===== src/rtl/bombjack_pkg.sv =====
// Shared types and constants for the NVRAM save/restore bridge.
package bombjack_pkg;

  localparam int         IOCTL_AW         = 25;
  localparam logic [7:0] NV_INDEX_DEFAULT = 8'd4;

  typedef enum logic [2:0] {
    NV_IDLE   = 3'd0,
    NV_PAUSE  = 3'd1,
    NV_READY  = 3'd2,
    NV_READ   = 3'd3,
    NV_WRBACK = 3'd4
  } nv_state_t;

endpackage


===== src/rtl/nv_lat_pipe.sv =====
// Valid shift register: a start pulse emerges as done LAT cycles later,
// marking the cycle in which the RAM read data is to be captured.
module nv_lat_pipe #(
  parameter int LAT = 1
) (
  input  logic clk,
  input  logic rst,
  input  logic flush,
  input  logic start,
  output logic done
);

  logic [LAT-1:0] vld_q, vld_d;

  always_comb begin
    vld_d    = vld_q << 1;
    vld_d[0] = start;
    if (flush) begin
      vld_d = '0;
    end
  end

  always_ff @(posedge clk or posedge rst) begin
    if (rst) begin
      vld_q <= '0;
    end else begin
      vld_q <= vld_d;
    end
  end

  assign done = vld_q[LAT-1];

endmodule


===== src/rtl/nvram_ioctl_bridge.sv =====
// Bridges the hps_io ioctl channel to RAM port B for NVRAM save (upload) and restore (download).
// ram_q is captured RAM_LAT cycles after the edge that launches ram_rd, so an upload byte waits RAM_LAT+1 cycles.
module nvram_ioctl_bridge
  import bombjack_pkg::*;
#(
  parameter int         ADDR_W   = 10,
  parameter int         RAM_LAT  = 1,
  parameter logic [7:0] NV_INDEX = NV_INDEX_DEFAULT
) (
  input  logic                clk_sys,
  input  logic                reset,
  input  logic [7:0]          ioctl_index,
  input  logic                ioctl_upload,
  input  logic                ioctl_download,
  input  logic                ioctl_rd,
  input  logic                ioctl_wr,
  input  logic [IOCTL_AW-1:0] ioctl_addr,
  input  logic [7:0]          ioctl_dout,
  output logic [7:0]          ioctl_din,
  output logic                ioctl_wait,
  output logic                pause_req,
  input  logic                pause_ack,
  output logic [ADDR_W-1:0]   ram_addr,
  output logic                ram_rd,
  output logic                ram_wr,
  output logic [7:0]          ram_din,
  input  logic [7:0]          ram_q,
  output nv_state_t           state_dbg
);

  nv_state_t           state_q, state_d;
  logic                pause_req_q, pause_req_d;
  logic [7:0]          din_q, din_d;
  logic [ADDR_W-1:0]   ram_addr_q, ram_addr_d;
  logic                ram_rd_q, ram_rd_d;
  logic                ram_wr_q, ram_wr_d;
  logic [7:0]          ram_din_q, ram_din_d;
  logic                oor_q, oor_d;
  logic                pend_q, pend_d;
  logic                pend_wr_q, pend_wr_d;
  logic [IOCTL_AW-1:0] pend_addr_q, pend_addr_d;
  logic [7:0]          pend_data_q, pend_data_d;

  logic                session;
  logic                rd_stb;
  logic                wr_stb;
  logic                go;
  logic                op_wr;
  logic [IOCTL_AW-1:0] op_addr;
  logic [7:0]          op_data;
  logic                op_in_range;
  logic                lat_start;
  logic                lat_flush;
  logic                lat_done;

  // Download wins when both session flags are high, so rd only counts in a pure upload.
  assign session     = (ioctl_upload | ioctl_download) && (ioctl_index == NV_INDEX);
  assign rd_stb      = ioctl_rd & ioctl_upload & ~ioctl_download;
  assign wr_stb      = ioctl_wr & ioctl_download;
  assign go          = pend_q | rd_stb | wr_stb;
  assign op_wr       = pend_q ? pend_wr_q   : wr_stb;
  assign op_addr     = pend_q ? pend_addr_q : ioctl_addr;
  assign op_data     = pend_q ? pend_data_q : ioctl_dout;
  assign op_in_range = (op_addr >> ADDR_W) == '0;
  assign lat_flush   = ~session;

  nv_lat_pipe #(.LAT(RAM_LAT)) u_lat_pipe (
    .clk   (clk_sys),
    .rst   (reset),
    .flush (lat_flush),
    .start (lat_start),
    .done  (lat_done)
  );

  always_comb begin
    state_d     = state_q;
    pause_req_d = pause_req_q;
    din_d       = din_q;
    ram_addr_d  = ram_addr_q;
    ram_rd_d    = 1'b0;
    ram_wr_d    = 1'b0;
    ram_din_d   = ram_din_q;
    oor_d       = oor_q;
    pend_d      = pend_q;
    pend_wr_d   = pend_wr_q;
    pend_addr_d = pend_addr_q;
    pend_data_d = pend_data_q;
    lat_start   = 1'b0;

    if (!session) begin
      // Session end abandons any operation; ioctl_din deliberately keeps its last byte.
      state_d     = NV_IDLE;
      pause_req_d = 1'b0;
      pend_d      = 1'b0;
      ram_addr_d  = '0;
      ram_din_d   = '0;
      oor_d       = 1'b0;
    end else begin
      case (state_q)
        NV_IDLE: begin
          state_d     = NV_PAUSE;
          pause_req_d = 1'b1;
        end
        NV_PAUSE: begin
          if (rd_stb | wr_stb) begin
            pend_d      = 1'b1;
            pend_wr_d   = wr_stb;
            pend_addr_d = ioctl_addr;
            pend_data_d = ioctl_dout;
          end
          if (pause_ack) begin
            state_d = NV_READY;
          end
        end
        NV_READY: begin
          if (go) begin
            pend_d     = 1'b0;
            ram_addr_d = op_addr[ADDR_W-1:0];
            oor_d      = ~op_in_range;
            if (op_wr) begin
              state_d   = NV_WRBACK;
              ram_wr_d  = op_in_range;
              ram_din_d = op_data;
            end else begin
              state_d   = NV_READ;
              ram_rd_d  = op_in_range;
              lat_start = 1'b1;
            end
          end
        end
        NV_READ: begin
          if (lat_done) begin
            din_d   = oor_q ? 8'h00 : ram_q;
            state_d = NV_READY;
          end
        end
        NV_WRBACK: begin
          state_d = NV_READY;
        end
        default: begin
          state_d = NV_IDLE;
        end
      endcase
    end
  end

  always_ff @(posedge clk_sys or posedge reset) begin
    if (reset) begin
      state_q     <= NV_IDLE;
      pause_req_q <= 1'b0;
      din_q       <= '0;
      ram_addr_q  <= '0;
      ram_rd_q    <= 1'b0;
      ram_wr_q    <= 1'b0;
      ram_din_q   <= '0;
      oor_q       <= 1'b0;
      pend_q      <= 1'b0;
      pend_wr_q   <= 1'b0;
      pend_addr_q <= '0;
      pend_data_q <= '0;
    end else begin
      state_q     <= state_d;
      pause_req_q <= pause_req_d;
      din_q       <= din_d;
      ram_addr_q  <= ram_addr_d;
      ram_rd_q    <= ram_rd_d;
      ram_wr_q    <= ram_wr_d;
      ram_din_q   <= ram_din_d;
      oor_q       <= oor_d;
      pend_q      <= pend_d;
      pend_wr_q   <= pend_wr_d;
      pend_addr_q <= pend_addr_d;
      pend_data_q <= pend_data_d;
    end
  end

  // Combinational so the strobe cycle itself reports wait; held low while reset is asserted.
  assign ioctl_wait = ~reset & session & ((state_q != NV_READY) | go);
  assign ioctl_din  = din_q;
  assign pause_req  = pause_req_q;
  assign ram_addr   = ram_addr_q;
  assign ram_rd     = ram_rd_q;
  assign ram_wr     = ram_wr_q;
  assign ram_din    = ram_din_q;
  assign state_dbg  = state_q;

endmodule


===== config.mk =====
export PLATFORM = sky130hd
export DESIGN_NAME = nvram_ioctl_bridge
export DESIGN_NICKNAME = d
export VERILOG_FILES = /design/src/rtl/bombjack_pkg.sv /design/src/rtl/nv_lat_pipe.sv /design/src/rtl/nvram_ioctl_bridge.sv
export SDC_FILE = /design/constraint.sdc
export NUM_CORES = 1
export LEC_CHECK = 0
export ABC_AREA = 1
export CAP_MARGIN = 20
export CORE_ASPECT_RATIO = 0.6
export CORE_MARGIN = 1
export CORE_UTILIZATION = 50
export CTS_CLUSTER_SIZE = 8
export DETAILED_ROUTE_END_ITERATION = 12
export MAX_ROUTING_LAYER = met4
export PLACE_DENSITY = 0.83
export SYNTH_ARGS = -nofsm -noshare
export SYNTH_HDL_FRONTEND = slang
export SYNTH_HIERARCHICAL = 1
export SYNTH_SLANG_ARGS = --single-unit

===== constraint.sdc =====
create_clock -name clk_sys -period 3.7 [get_ports clk_sys]
set_input_delay 0.37 -clock clk_sys [delete_from_list [all_inputs] [get_ports clk_sys]]
set_output_delay 0.37 -clock clk_sys [all_outputs]
set_load 0.02 [all_outputs]

==> summary.md <==
For the post-synthesis cell count, the log shows 393. Number of sinks driven by the clock tree: 69. The startpoint identified for the worst register-to-register timing path is pend_q$_DFFE_PP0P_. The slowest stage of the critical path is the clkdlybuf4s50_1 cell. The count of final hold-check violations is 0, and the cell area after synthesis is 3200 um2.

The run gives 0 as the total grt overflow. Share of post-route cells with drive strength above 1: 0.0861. The via-per-instance ratio was 4.82; the largest fanout of any net on the critical path was 6. The total via count in the routed design is 2,759. Floorplan die width: 105 um.

The total power of the final layout is 1.64 mW, and the logic depth of the worst register-to-register path is 8. The run gives 4130 um2 as the cell area reported after detailed placement. Buffers inserted during clock tree synthesis total 9. The number of global-route vias before repair is 2,683, and the worst path buffer plus inverter count is 3. The run gives 0 as the number of buffers inserted to repair setup after CTS. Average instance area after synthesis: 8.14 um2.

The effective utilization at floorplan was 0.521; the number of cells on the critical path was 8. The total routed wirelength came out at 7.10 mm. No sink is reached through more buffers than the 2 on the longest clock path.

Critical setup path kind: input port to output port. The layout has 486 filler cells. The logs give 2.19 nW for the static leakage and 0.508 for the worst slew margin relative to its limit. The clock arrives with 6.91 ps of skew. The logs give 3 for the depth of the CTS H-tree and 0 for the number of antenna-violating nets in the routed design. In the routed design, unresolved DRC markers number 0. The logs give 25 for the distinct cell type count of the synthesized netlist and 3330 ps for the worst path required time. The die is 64.0 um tall. The tools report the kind of start point of the critical path as an input port.

The library cells used most frequently in the layout, excluding fill and tap cells, are nand2_1, clkdlybuf4s50_1, dfrtp_1. Setup repair after global routing left no endpoint under its margin. Most common cell after layout, fill and taps aside: nand2_1. The worst-case IR drop observed on VDD is 0.230 mV. The sequential share of the synthesized area was 0.539.

The core region is 6140 um2. In this run the core area contains 22 standard-cell rows. For the smallest hold slack, the log shows 238 ps.

The final-report max-slew violation count is 0, and the count of synthesis-stage warnings from yosys is 6. In this run the register-to-register setup slack is 1940 ps. The slew of the pin with the lowest slew margin is 737 ps, and the post-route fraction of the period consumed by the critical path is 0.696. The final layout contains 539 nets. The run finished with clean final reports. The number of port buffers was 88; the largest net degree at the start of global routing was 68.

Timing would allow up to 0.388 GHz. The type of the most critical hold path was input port to asynchronous set/reset pin. Number of iterations in the first detailed-routing pass: 4. Grouping stages by cell kind, the critical path spends the most delay in buffers and inverters. The finished cells cover 4390 um2. The tools report the initial antenna violation count as 0.

The first global-routing pass estimated 12.3 mm of wire. The run gives 0.715 as the final core utilization. For the number of I/O pins, the log shows 89. In this run the clock root is driven by a clkbuf_8. For the worst setup path, the data arrival time is 2200 ps. The run gives 5.16 mm as the half-perimeter wire length after detailed placement. The number of antenna diodes in the final layout is 0. Dividing the detail-routed wire length by the instance count gives 12.4 um.

For the floorplan die area, the log shows 6740 um2. Post-CTS repair changed the size of 0 cells. The signed area change from the synthesized netlist to the final layout came out at 37.1%. In this run the critical register-to-register path is captured at ram_din[7]$_DFFE_PP0P_.

The overall global routing resource usage came out at 0.244. The critical path goes through clkdlybuf4s50_1, inv_2, nand2_2, nand2_1, nor2_1, nand2_2, nor3_1, clkdlybuf4s50_1. TritonCTS built the clock tree.

The max-capacitance violation count came out at 0. The delay of the slowest critical-path stage was 640 ps. For the clock network latency to the later pin of the worst-skew pair, the log shows 350 ps.

Dividing total power by cell area gives a power density of 374 nW/um2. After routing, the total negative slack on setup checks comes to 0 ps. The shortest clock period the worst path allows after layout is 2570 ps. Element type at the critical path end: an output port.

In this run, synthesis produced a sequential element count of 69. Setup violations remaining at the end of the flow were counted as 0. After clock tree synthesis, the clock-pin slew on the worst setup and hold paths is 70 ps.

The run gives 449 as the post-synthesis net count. After clock tree synthesis, the flow added hold-fix buffers numbering 0. The run gives 141 as the DRC violation total after the first TritonRoute iteration. The routability congestion estimate from global placement is 0.805.
## registers in the layout (all words and copies together) (netlist names), 3 cells and up
register and cells:
ram_din 8, pend_data_q 8, ioctl_din 8, pend_addr_q 25, ram_addr 10, state_dbg 3
## Yosys cell counts, drive strengths merged
cell / number / area share
nand2: 134 / 0.16
o21ai: 72 / 0.12
dfrtp: 69 / 0.54
inv: 52 / 0.061
nor2: 30 / 0.046
nand3: 10 / 0.023
buf: 7 / 0.020
clkbuf: 6 / 0.0070
nand4: 5 / 0.0098
a21oi: 4 / 0.0074
nor3: 2 / 0.0031
a21boi: 1 / 0.0023
nand3b: 1 / 0.0063
## worst max-delay path by stage
| stage | slack [ps] | from | to |
|---|---|---|---|
| after floorplan | 1620 | reset | ioctl_din[0]$_DFFE_PP0P_ |
| after global placement | 1170 | ioctl_download | ioctl_wait |
| after detailed placement | 1130 | ioctl_download | ioctl_wait |
| after CTS | 1110 | ioctl_download | ioctl_wait |
| after global routing | 1010 | ioctl_download | ioctl_wait |
| final | 1130 | ioctl_download | ioctl_wait |
## report_power, final
part           internal [mW]  switching (mW)
sequential             0.754       0.0000972
combinational         0.0622          0.0483
clock                  0.486           0.290
## area by class of cell
cell class	count	area, um2	share of cell area
Sequential cell	69	1730	0.393
Multi-Input combinational cell	259	1190	0.272
Timing Repair Buffer	92	911	0.208
Inverter	52	195	0.0445
Clock buffer	11	151	0.0345
Clock inverter	5	106	0.0242
Tap cell	84	105	0.0239
## through the flow
stage / worst slack, ps / std cells
final: 1130 / 572
after global routing: 1010 / 572
after CTS: 1110 / 572
after detailed placement: 1130 / 556
after global placement: 1170 / 556
after floorplan: 1620 / 393
## kinds of logic after synthesis
logic type      share of synthesized area
buf+inv                            0.0876
simple gates                        0.247
flops                               0.539
compound gates                      0.126
## routing by layer
| metal | vias up | wire length (um) | GRT usage |
|---|---|---|---|
| li1 | 1408 | - | - |
| met1 | 1258 | 3380 | 0.310 |
| met2 | 84 | 3220 | 0.377 |
| met3 | 9 | 451 | 0.0796 |
| met4 | 0 | 48 | 0.0687 |
| met5 | - | 0 | - |
No activity file was read; power rests on OpenSTA's default activity.
